--- config.mk ---
export PLATFORM = sky130hd
export DESIGN_NAME = mul_mantissa
export DESIGN_NICKNAME = d
export VERILOG_FILES = /design/src/rtl/mul_mantissa_pkg.sv /design/src/rtl/mul_mantissa.sv
export SDC_FILE = /design/constraint.sdc
export NUM_CORES = 1
export LEC_CHECK = 0
export CORE_MARGIN = 2
export CORE_UTILIZATION = 36
export DETAILED_ROUTE_END_ITERATION = 10
export PLACE_DENSITY_LB_ADDON = 0.1
export SLEW_MARGIN = 25
export SYNTH_ARGS = -nofsm -noshare
export SYNTH_HDL_FRONTEND = slang
export SYNTH_SLANG_ARGS = --single-unit
--- constraint.sdc ---
create_clock -name clk -period 3.59 [get_ports clk]
set_input_delay 0.718 -clock clk [delete_from_list [all_inputs] [get_ports clk]]
set_output_delay 0.718 -clock clk [all_outputs]
set_load 0.005 [all_outputs]
--- src/rtl/mul_mantissa_pkg.sv ---
// Shared FPU constants: sequencer state encoding and operation mode codes.
package mul_mantissa_pkg;

  typedef enum logic [1:0] {
    ST_IDLE  = 2'b00,
    ST_ADD   = 2'b01,
    ST_SHIFT = 2'b10,
    ST_DONE  = 2'b11
  } state_t;

  localparam logic [2:0] MODE_MUL = 3'd2;
  localparam logic [2:0] MODE_DIV = 3'd3;

endpackage

--- src/rtl/mul_mantissa.sv ---
// Sequential shift-and-add unsigned mantissa multiplier producing the full
// 2*DATAWIDTH-bit product, one ADD/SHIFT pair per multiplier bit.
module mul_mantissa
  import mul_mantissa_pkg::*;
#(
  parameter int unsigned DATAWIDTH = 24
) (
  input  logic                     clk,
  input  logic                     rst,
  input  logic                     en,
  input  logic [2:0]               mode,
  input  logic [DATAWIDTH-1:0]     multiplicand,
  input  logic [DATAWIDTH-1:0]     multiplier,
  output logic                     isdone,
  output logic [2*DATAWIDTH-1:0]   product,
  output logic                     ovf
);

  localparam int unsigned W  = DATAWIDTH;
  localparam int unsigned CW = $clog2(DATAWIDTH);
  localparam logic [CW-1:0] CNT_LAST = CW'(DATAWIDTH - 1);

  state_t          state;
  logic [2*W:0]    acc;
  logic [W-1:0]    mcand;
  logic [W-1:0]    mplier;
  logic [CW-1:0]   cnt;
  logic [W:0]      sum;

  // Upper half plus multiplicand; the extra bit keeps the carry.
  assign sum = (W+1)'({1'b0, acc[2*W-1:W]}) + (W+1)'({1'b0, mcand});

  assign ovf = product[2*W-1];

  always_ff @(posedge clk) begin
    if (rst) begin
      state   <= ST_IDLE;
      acc     <= '0;
      mcand   <= '0;
      mplier  <= '0;
      cnt     <= '0;
      product <= '0;
      isdone  <= 1'b0;
    end else begin
      isdone <= 1'b0;
      case (state)
        ST_IDLE: begin
          if (en && (mode == MODE_MUL)) begin
            mcand  <= multiplicand;
            mplier <= multiplier;
            acc    <= '0;
            cnt    <= '0;
            state  <= ST_ADD;
          end
        end
        ST_ADD: begin
          if (mplier[0]) begin
            acc[2*W:W] <= sum;
          end
          state <= ST_SHIFT;
        end
        ST_SHIFT: begin
          acc    <= acc >> 1;
          mplier <= mplier >> 1;
          if (cnt == CNT_LAST) begin
            // Capture the post-shift value so product is valid in DONE.
            product <= acc[2*W:1];
            isdone  <= 1'b1;
            state   <= ST_DONE;
          end else begin
            cnt   <= cnt + CW'(1);
            state <= ST_ADD;
          end
        end
        ST_DONE: begin
          state <= ST_IDLE;
        end
        default: begin
          state <= ST_IDLE;
        end
      endcase
    end
  end

endmodule

==> results.json, run 1 <==
{
  "r2r_slack_ns": 0.86,
  "hp-class": "reg -> reg",
  "core.rowCount": 51,
  "synth_top_area_share_pct": 42.5,
  "seq_power_share_pct": 42.5,
  "numPlacedInstances": 1206,
  "worst_slew_pin_slew_ns": 0.934,
  "status": "completed",
  "setup_viol": 0,
  "antenna_cells": 0,
  "rsz0062_at_grt": "no",
  "synth_nets": 969,
  "drive_gt1_share_pct": 5.85,
  "finalClockSkew_ns": 0.0117,
  "finalNonFillerCells": 1239,
  "start_kind": "flop",
  "utilization_pct": 46.0,
  "syn_to_final_growth_pct": 25.4,
  "worst_r2r_path_depth": 9,
  "synthArstFlopShare_pct": 0,
  "holdBufCountCts": 0,
  "avgSynthCellArea_um2": 8.10,
  "ys_warn_count": 0,
  "grt_pass1_wl_um": 31800,
  "p_leak_uw": 0.00308,
  "holdCritStartpoint": "product[41]",
  "pwr-share-clk_pct": 39.9,
  "synth_edf_count": 0,
  "drtIter0Drc": 259,
  "power.internal_uw": 3100,
  "gr-usage-met1_pct": 24.0,
  "htreeDepth": 4,
  "slew_headroom_pct": 37.6,
  "gp_congestion": 0.870,
  "die_x_um": 145,
  "ir_drop_mv": 0.314,
  "start_util_pct": 36.7,
  "die-area_um2": 21000,
  "grt_max_degree": 71,
  "required_ns": 3.92,
  "p_total_uw": 4470,
  "io_buffers": 103,
  "use_met3_pct": 2.96,
  "cts_buffers": 17,
  "cts_tree": "done",
  "finalCritPeriodShare_pct": 76.0,
  "synth.distinct_cells": 65,
  "swShare_pct": 30.5,
  "drt_first_pass_iters": 5,
  "dr_total_vias": 6397,
  "fmax_mhz": 367,
  "critPathMaxFanout": 4,
  "drv_slew": 0,
  "grt-ovfl-total": 0,
  "grt_pass1_vias": 6247,
  "final_nets": 1045,
  "antenna_found_initial": 0,
  "wire_per_inst_um": 15.2,
  "placed_area_um2": 8380,
  "clkLatencyLatePin_ns": 0.43,
  "post_cts_resized": 0,
  "r2r_start": "acc[24]",
  "worstReg2RegEnd": "acc[36]",
  "p_switching_uw": 1360,
  "top_usage_layer": "met2",
  "end_kind": "flop",
  "grtUsageMet2_pct": 30.7,
  "syn_inst": 885,
  "synth_seq_cells": 152,
  "postCtsSetupBuffers": 0,
  "synth_largest_area_cell": "dfxtp_1",
  "drcViolationCount": 0,
  "synthTopCellsByArea": "dfxtp_1, nand2_1, a21oi_1",
  "clk_pin_slew_ns": 0.07,
  "ys.flop_type": "dfxtp_1",
  "whs_path_depth": 2,
  "fin_area_um2": 8980,
  "p_comb_share_pct": 17.6,
  "period_minus_slack_ns": 2.73,
  "critPathKind": "reg -> reg",
  "core_um2": 19500,
  "antenna_left": 0,
  "viasPerCell": 5.16,
  "power_density_nw_per_um2": 497,
  "cts-root-buf": "clkbuf_16",
  "place.detailed.hpwl_um": 12800,
  "hold_violations": 0,
  "ioPinCount": 104,
  "drv_cap": 0,
  "syn-cell-area_um2": 7160,
  "nFillCells": 2005,
  "synth.yosys.seq_area_share_pct": 42.5,
  "fp.dieH_um": 145,
  "whs_endpoint": "product[41]",
  "tns_ns": 0,
  "arrival_ns": 3.06,
  "clock-sinks": 152,
  "track_usage_pct": 18.3,
  "totalWireLength_um": 18900,
  "clock_path_buffers": 2
}
## cell usage after synthesis, types with 9 or more instances
| cell | count |
|---|---|
| nand2_1 | 182 |
| dfxtp_1 | 152 |
| a21oi_1 | 119 |
| nor2_1 | 78 |
| clkbuf_1 | 44 |
| a211oi_1 | 31 |
| ha_1 | 29 |
| a22oi_1 | 27 |
| mux2i_1 | 24 |
| o21ai_0 | 19 |
| nand3_1 | 16 |
| and3_1 | 15 |
| inv_1 | 13 |
| nor3_1 | 12 |
| buf_2 | 10 |
| a21o_1 | 9 |
## sequential cells by signal, indices dropped and copies added, names as in the netlist
| register | cells |
|---|---|
| state | 2 |
| isdone | 1 |
| cnt | 5 |
| product | 48 |
| mplier | 24 |
| mcand | 24 |
| acc | 48 |
## stage by stage
step           setup WS, ns  hold WS, ns
4_1_cts               0.906        0.454
6_report              0.862        0.452
2_1_floorplan          1.40        0.432
3_5_place_dp          0.669        0.446
5_1_grt               0.688        0.472
3_3_place_gp          0.669        0.444
## how the worst max path moves through the flow
stage,start,to,slack (ns),cells after the start
3_5_place_dp,mode[2],acc[46],0.67,7
6_report,acc[24],acc[36],0.86,9
5_1_grt,acc[24],acc[36],0.69,9
4_1_cts,acc[24],acc[42],0.91,9
2_1_floorplan,acc[24],acc[42],1.40,9
3_3_place_gp,mode[2],acc[46],0.67,7
## worst max-delay path, cell delays in order (launching register included)
cell,delay (ns)
dfxtp_1,0.43
ha_1,0.23
inv_1,0.06
fa_1,0.38
nand2b_1,0.19
a21oi_1,0.34
o21ai_0,0.22
a211oi_1,0.44
nor3_1,0.11
o32ai_1,0.26
## cell usage in the layout (no fill, tap or decap), types with 13 or more instances in the layout
cell type and count:
nand2_1 182, and3_1 15, a22oi_1 27, mux2i_1 24, o21ai_0 19, dfxtp_1 152
clkdlybuf4s50_1 102, nand3_1 16, ha_1 28, nor2_1 78, clkbuf_16 17, inv_1 13
a211oi_1 31, a21oi_1 119
## power by group through the flow
stage / combinational (uW) / sequential, uW / clock, uW
2_1_floorplan: 576 / 1910 / 0
3_3_place_gp: 771 / 1940 / 0
3_5_place_dp: 780 / 1940 / 0
4_1_cts: 781 / 1900 / 1830
5_1_grt: 885 / 1910 / 1900
6_report: 787 / 1900 / 1780
## layout make-up
| class | count | area, um2 | share of cell area (%) |
|---|---|---|---|
| flip-flops and latches | 152 | 3040 | 33.9 |
| multi-input cells | 663 | 3860 | 43.0 |
| clock buffers | 19 | 453 | 5.04 |
| inverters | 13 | 48.8 | 0.543 |
| well taps | 265 | 332 | 3.69 |
| clock inverters | 13 | 130 | 1.45 |
| repair buffers | 114 | 1110 | 12.4 |
## per-layer routing
metal / up-vias / wire length (um)
met2: 98 / 9030
met4: 0 / 341
met1: 2987 / 9020
li1: 3290 / -
met5: - / 0
met3: 22 / 483
## logic make-up after synthesis
kind of cell / Yosys count / synth area share (%)
and+or+nand+nor: 340 / 20.5
AOI/OAI and AO/OA: 258 / 23.1
DFF: 152 / 42.5
buffers and inverters: 70 / 3.91
adders and majority gates: 30 / 5.34
muxes: 24 / 3.35
xor gates and xnor gates: 11 / 1.34
(Power assumes the default switching activity.)
==> run 2: changes to the inputs <==
==> constraint.sdc (replaced) <==
create_clock -name clk -period 2.6 [get_ports clk]
set_input_delay 0.52 -clock clk [delete_from_list [all_inputs] [get_ports clk]]
set_output_delay 0.52 -clock clk [all_outputs]
set_load 0.005 [all_outputs]
==> results.json, run 2 (synthesis gave the netlist of run 1 again) <==
{
  "track_usage_pct": 18.3,
  "worst_slew_pin_slew_ns": 0.920,
  "max_stage_delay_ns": 0.38,
  "power.internal_uw": 4580,
  "postCtsSetupBuffers": 0,
  "grt_max_degree": 152,
  "io_buffers": 103,
  "core_um2": 19500,
  "worstReg2RegEnd": "acc[42]",
  "path_buf_inv": 1,
  "swShare_pct": 29.5,
  "fmax_mhz": 398,
  "final_cell_mix": "nand2_1, dfxtp_1, a21oi_1",
  "antenna_left": 0,
  "place.detailed.hpwl_um": 13000,
  "htreeDepth": 4,
  "crit_start": "acc[24]",
  "finalClockSkew_ns": 0.0111,
  "p_leak_uw": 0.00320,
  "holdBufCountCts": 0,
  "ioPinCount": 104,
  "totalWireLength_um": 19100,
  "utilization_pct": 47.1,
  "drv_cap": 0,
  "drive_gt1_share_pct": 7.58,
  "end_kind": "flop",
  "hp-class": "reg -> reg",
  "p_switching_uw": 1920,
  "viasPerCell": 5.11,
  "antenna_found_initial": 0,
  "fp.dieH_um": 145,
  "clkLatencyLatePin_ns": 0.42,
  "power_density_nw_per_um2": 706,
  "cts_buffers": 17,
  "drv_slew": 0,
  "cp.depth": 9,
  "clock_path_buffers": 2,
  "syn_to_final_growth_pct": 28.4,
  "period_minus_slack_ns": 2.52,
  "grt-ovfl-total": 0,
  "dr_total_vias": 6411,
  "wire_per_inst_um": 15.2,
  "critPathMaxFanout": 4,
  "finalHoldWorstSlack_ns": 0.452,
  "start_kind": "flop",
  "crit_family": "compound AO/OA/AOI/OAI gates",
  "final_nets": 1061,
  "cts-root-buf": "clkbuf_16",
  "rsz0062_at_grt": "no",
  "p_comb_share_pct": 17.4,
  "cp-endpoint": "acc[42]",
  "antenna_cells": 0,
  "grt_pass1_vias": 6226,
  "seqCellArea_um2": 3040,
  "top_regs": "acc: 48 flops, product: 48 flops",
  "cts_tree": "done",
  "holdCritStartpoint": "product[21]",
  "finalNonFillerCells": 1255,
  "numPlacedInstances": 1223,
  "die_x_um": 145,
  "layout_commonest_cell": "nand2_1",
  "worst_r2r_path_depth": 9,
  "finalCritPeriodShare_pct": 96.7,
  "drcViolationCount": 0,
  "required_ns": 2.94,
  "crit_path_top_delay_cell": "dfxtp_1",
  "r2r_start": "acc[24]",
  "status": "completed",
  "grt_pass1_wl_um": 31800,
  "core.rowCount": 51,
  "start_util_pct": 36.7,
  "multi_input_area_um2": 3870,
  "seq_power_share_pct": 40.4,
  "critPathKind": "reg -> reg",
  "nFillCells": 2000,
  "r2r_slack_ns": 0.08,
  "clk_pin_slew_ns": 0.07,
  "ir_drop_mv": 0.465,
  "pwr-share-clk_pct": 42.3,
  "crit_chain": "ha_1, inv_1, fa_1, nand2b_1, a21oi_2, o21ai_0, and2_4, a2111o_1, o211ai_1",
  "setup_viol": 0,
  "tns_ns": 0,
  "gp_congestion": 0.880,
  "slew_headroom_pct": 38.5,
  "drt_first_pass_iters": 7,
  "die-area_um2": 21000,
  "post_cts_resized": 0,
  "drtIter0Drc": 334,
  "clock-sinks": 152,
  "arrival_ns": 2.86,
  "hold_violations": 0
}
==> run 2: metal layers <==
| layer | share of wire, % | vias up | track usage, % |
|---|---|---|---|
| li1 | - | 3324 | - |
| met1 | 49 | 2977 | 24.5 |
| met2 | 47 | 95 | 30.4 |
| met3 | 2.7 | 15 | 3.84 |
| met4 | 1.0 | 0 | 4.22 |
| met5 | 0 | - | 0 |
==> run 2: worst min-delay path by stage <==
stage / end / slack [ns] / depth (start not counted)
final: product[21] / 0.45 / 2
after global routing: product[4] / 0.47 / 2
after CTS: product[9] / 0.46 / 2
after detailed placement: product[9] / 0.45 / 2
after global placement: product[25] / 0.44 / 2
after floorplan: product[0] / 0.43 / 2
==> run 2: worst reg2reg max path: stages, from the launching register on <==
cell,delay [ns]
dfxtp_1,0.38
ha_1,0.23
inv_1,0.07
fa_1,0.37
nand2b_1,0.19
a21oi_2,0.27
o21ai_0,0.24
and2_4,0.25
a2111o_1,0.35
o211ai_1,0.09
==> run 2: final cells by class <==
cell class	count	share of cell area, %
inverters	13	0.530
clock buffers	17	4.62
well taps	265	3.60
flip-flops and latches	152	33.1
clock inverters	15	2.43
repair buffers	130	13.7
multi-input cells	663	42.1
==> run 2: power groups by stage <==
| stage | logic (uW) | registers [uW] | clock network, uW |
|---|---|---|---|
| after global routing | 1280 | 2650 | 2920 |
| after global placement | 1120 | 2670 | 0 |
| after CTS | 1130 | 2620 | 2810 |
| after detailed placement | 1130 | 2670 | 0 |
| after floorplan | 796 | 2640 | 0 |
| final | 1130 | 2620 | 2750 |
==> run 2: metrics by stage <==
step	worst slack, ns	power [uW]	instance area (um2)
detailed placement	-0.0321	3800	8530
floorplan	0.408	3430	7160
CTS	0.0136	6560	9180
global route	0.00308	6840	9200
finish	0.0850	6500	9200
global placement	0.00477	3790	8530
==> run 3: changes to the inputs <==
--- a/config.mk
+++ b/config.mk
@@ -6,7 +6,7 @@
 export NUM_CORES = 1
 export LEC_CHECK = 0
 export CORE_MARGIN = 2
-export CORE_UTILIZATION = 36
+export CORE_UTILIZATION = 30
 export DETAILED_ROUTE_END_ITERATION = 10
 export PLACE_DENSITY_LB_ADDON = 0.1
 export SLEW_MARGIN = 25
==> results.json, run 3 (synthesis gave the netlist of run 1 again) <==
{
  "die-area_um2": 25100,
  "period_minus_slack_ns": 2.37,
  "start_util_pct": 30.5,
  "start_kind": "flop",
  "fp.dieH_um": 159,
  "antenna_cells": 0,
  "track_usage_pct": 16.5,
  "holdBufCountCts": 0,
  "drv_slew": 0,
  "ioPinCount": 104,
  "p_leak_uw": 0.00321,
  "crit_path_top_delay_cell": "fa_1",
  "postCtsSetupBuffers": 0,
  "antenna_left": 0,
  "drt_first_pass_iters": 4,
  "numPlacedInstances": 1283,
  "dr_total_vias": 6412,
  "cts_tree": "done",
  "drcViolationCount": 0,
  "clock_path_buffers": 2,
  "tns_ns": 0,
  "drive_gt1_share_pct": 8.14,
  "fin_area_um2": 9250,
  "cts_buffers": 17,
  "grt_pass1_vias": 6200,
  "clkLatencyLatePin_ns": 0.42,
  "status": "completed",
  "core.rowCount": 56,
  "viasPerCell": 4.88,
  "cts-root-buf": "clkbuf_16",
  "layout_commonest_cell": "nand2_1",
  "slew_headroom_pct": 38.4,
  "max_stage_delay_ns": 0.37,
  "placed_area_um2": 8640,
  "power_density_nw_per_um2": 680,
  "gp_congestion": 0.813,
  "fmax_mhz": 423,
  "path_buf_inv": 2,
  "route.met2.wl_um": 9320,
  "highest_layer": "met4",
  "met3WireLength_um": 601,
  "p_total_uw": 6290,
  "die_x_um": 159,
  "grt_max_degree": 80,
  "final_cell_mix": "nand2_1, dfxtp_1, a21oi_1",
  "required_ns": 2.95,
  "arrival_ns": 2.72,
  "post_cts_resized": 0,
  "io_buffers": 103,
  "crit_family": "compound AO/OA/AOI/OAI gates",
  "grt-ovfl-total": 0,
  "syn_to_final_growth_pct": 29.1,
  "drt-met1-wl_um": 9870,
  "finalClockSkew_ns": 0.00737,
  "finalNonFillerCells": 1314,
  "totalWireLength_um": 20000,
  "finalHoldWorstSlack_ns": 0.355,
  "critPathMaxFanout": 4,
  "htreeDepth": 4,
  "drtIter0Drc": 303,
  "core_um2": 23500,
  "end_kind": "flop",
  "hp-class": "in -> reg",
  "drv_cap": 0,
  "crit_chain": "ha_1, inv_1, fa_1, nand2b_1, a21oi_1, buf_4, o21ai_1, and2_4, a2111o_1, o211ai_1",
  "top_regs": "acc: 48 flops, product: 48 flops",
  "wire_per_inst_um": 15.2,
  "worst_slew_pin_slew_ns": 0.922,
  "grt_pass1_wl_um": 32400,
  "clk_pin_slew_ns": 0.07,
  "antenna_found_initial": 0,
  "finalCritPeriodShare_pct": 91.0,
  "place.detailed.hpwl_um": 14000,
  "clock-sinks": 152,
  "hold_violations": 0,
  "final_nets": 1067,
  "ir_drop_mv": 0.310,
  "rsz0062_at_grt": "no",
  "setup_viol": 0,
  "critPathKind": "reg -> reg"
}
## run 3: worst paths after layout
kind | from | endpoint | slack [ns] | cells after the start
min | rst | mplier[1] | 0.36 | 2
max | mcand[0] | acc[42] | 0.23 | 10
min reg2reg | product[15] | product[15] | 0.45 | 2
max reg2reg | mcand[0] | acc[42] | 0.23 | 10
## run 3: stage by stage
| step | setup WS (ns) | util (%) |
|---|---|---|
| after detailed placement | 0.0346 | 36.8 |
| after global placement | 0.0751 | 36.8 |
| after floorplan | 0.408 | - |
| final | 0.234 | 39.4 |
| after CTS | 0.137 | 39.3 |
| after global routing | 0.0244 | 39.4 |
## run 3: final cells by class
| cell class | count | area, um2 |
|---|---|---|
| Clock buffer | 19 | 453 |
| Clock inverter | 12 | 140 |
| Fill cell | 2458 | 14200 |
| Inverter | 13 | 48.8 |
| Multi-Input combinational cell | 663 | 3870 |
| Sequential cell | 152 | 3040 |
| Tap cell | 319 | 399 |
| Timing Repair Buffer | 136 | 1290 |
## run 3: report_power, final
group | internal [uW] | switching [uW]
registers | 2510 | 118
clock network | 1470 | 1050
logic | 438 | 701
## run 3: per-layer routing
layer  global-route usage, %  vias up
met1                    22.0     2956
met5                       0        -
met4                    4.85        0
li1                        -     3340
met3                    2.94       13
met2                    27.2      103
==> RTL edit: new RTL, config.mk and constraints of run 2 <==
Register the input `mode` before use, cleared by the reset. The logic sees it one clock later. The other inputs are not delayed to match.
--- a/src/rtl/mul_mantissa.sv
+++ b/src/rtl/mul_mantissa.sv
@@ -21,2 +21,12 @@
   localparam logic [CW-1:0] CNT_LAST = CW'(DATAWIDTH - 1);
+
+  logic [2:0] mode_q;
+
+  always_ff @(posedge clk) begin
+    if (rst) begin
+      mode_q <= '0;
+    end else begin
+      mode_q <= mode;
+    end
+  end
 
@@ -47,3 +57,3 @@
         ST_IDLE: begin
-          if (en && (mode == MODE_MUL)) begin
+          if (en && (mode_q == MODE_MUL)) begin
             mcand  <= multiplicand;
Function: no difference found for any inputs over 10 cycles, from zero or initial values and one cycle with rst high; that may be too few to reach the edited logic, so the function may still have changed.
==> RTL edit against run 2 <==
Design area did not move; via count increased by 0.44%; sequential cell count rose by 3; total power down 0.51%; hold slack is essentially flat; die area grew 0.95%; combinational power grew 16%; first-iteration DRC count rose by 32%; clock power down 11%; highest routed layer unchanged; area after synthesis grew 0.98%; wire length is 0.44% higher; critical endpoint is now acc[36]$_SDFFE_PP0P_; worst setup slack better by 140 ps.
==> RTL edit: results (changes against run 2) <==
SETUP.WORST_PATH.END='acc[36]$_SDFFE_PP0P_'
COMB_POWER_SHARE_PCT=20.2  # +2.8 points
PRECTSSETUPSLACK_PS=73.5  # +106 ps
NUM_VIAS=6439  # +0.44%
PLACEDINSTANCEAREA_UM2=8610  # +0.91%
CLOCK_AREA_SHARE_PCT=6.30  # -0.76 points
LAYOUT-DRIVE-GT1-SHARE_PCT=7.57  # -0.0076 points
NUM-NONCLK-BUFFERS=127  # -2.3%
POWER_REPORT.INTERNAL_TOTAL_mW=4.37  # -4.6%
FIRST_ITERATION_DETAILED_ROUTING_DRC_COUNT=442  # +32%
GRT_MAX_DEGREE=155  # +2.0%
NUMBER_OF_PLACED_INSTANCES_TAPS_INCLUDED=1224  # +0.082%
POWER.IR.VDD_WORST_V=0.000481  # +3.5%
POWER_LEAKAGE_nW=3.19  # -0.51%
NET_SWITCHING_SHARE_OF_THE_TOTAL_POWER_PCT=32.4  # +2.9 points
OUTCOME='finished clean'
SKEW_PS=9.54  # -1.56 ps
DESIGN.FINAL.NETS=1062  # +0.094%
TIMING.HOLD.WS_PS=452  # +0.0750 ps
ROUTABILITY_DRIVEN_PLACEMENT_CONGESTION_RATIO=0.827  # -6.0%
VIAS_IN_THE_FIRST_GLOBAL_ROUTE=6130  # -1.5%
FIN_UTIL_PCT=47.0  # -0.15 points
LAYOUT_SETUP_WS_PS=228  # +143 ps
CRITPATHARRIVALTIME_PS=2710  # -150 ps
MULTI_INPUT_GATES=664  # +0.15%
GRTUSAGETOTAL_PCT=18.2  # -0.12 points
DETAILEDROUTE.FIRSTPASSITERATIONCOUNT=5  # -2
ROUTED_WIRE_LENGTH_PER_INSTANCE_UM=15.2  # +0.36%
SEQUENTIAL_CELL_AREA_UM2=3100  # +2.0%
FINAL_CELL_COUNT_NO_FILL=1256  # +0.080%
==> RTL edit: changes by cell type in the layout (fill, tap and decap cells not counted), moves of 2 or more <==
| cell | run 2 | this run |
|---|---|---|
| sky130_fd_sc_hd__clkinvlp_4 | 0 | 2 |
| sky130_fd_sc_hd__nor2_1 | 78 | 75 |
| sky130_fd_sc_hd__inv_8 | 3 | 6 |
| sky130_fd_sc_hd__inv_6 | 7 | 2 |
| sky130_fd_sc_hd__dfxtp_1 | 152 | 155 |
| sky130_fd_sc_hd__bufinv_16 | 4 | 0 |
| sky130_fd_sc_hd__buf_4 | 26 | 21 |
| sky130_fd_sc_hd__buf_12 | 2 | 4 |
| sky130_fd_sc_hd__o21ai_0 | 19 | 16 |
| sky130_fd_sc_hd__o211ai_1 | 2 | 0 |
| sky130_fd_sc_hd__nor2b_1 | 2 | 4 |
| sky130_fd_sc_hd__clkinv_8 | 0 | 2 |
| sky130_fd_sc_hd__o21ai_1 | 0 | 2 |
==> RTL edit: metal layers <==
layer / part of all wire (%) / GRT usage, % / vias to the layer above
met3: 3.4 / 3.82 / 11
li1: - / - / 3334
met5: 0 / 0 / -
met4: 0.79 / 4.12 / 0
met1: 48 / 24.2 / 2979
met2: 48 / 30.4 / 115
==> RTL edit: kinds of logic (layout without fill, tap and decap cells) <==
| group | after synthesis | count (layout) | share of synthesized area [%] |
|---|---|---|---|
| buffers and inverters | 70 | 172 | 3.87 |
| adders and majority gates | 30 | 30 | 5.29 |
| AOI/OAI and AO/OA | 256 | 256 | 22.6 |
| xor gates and xnor gates | 11 | 11 | 1.33 |
| DFF | 155 | 155 | 42.9 |
| and+or+nand+nor | 342 | 342 | 20.5 |
| muxes | 25 | 25 | 3.48 |
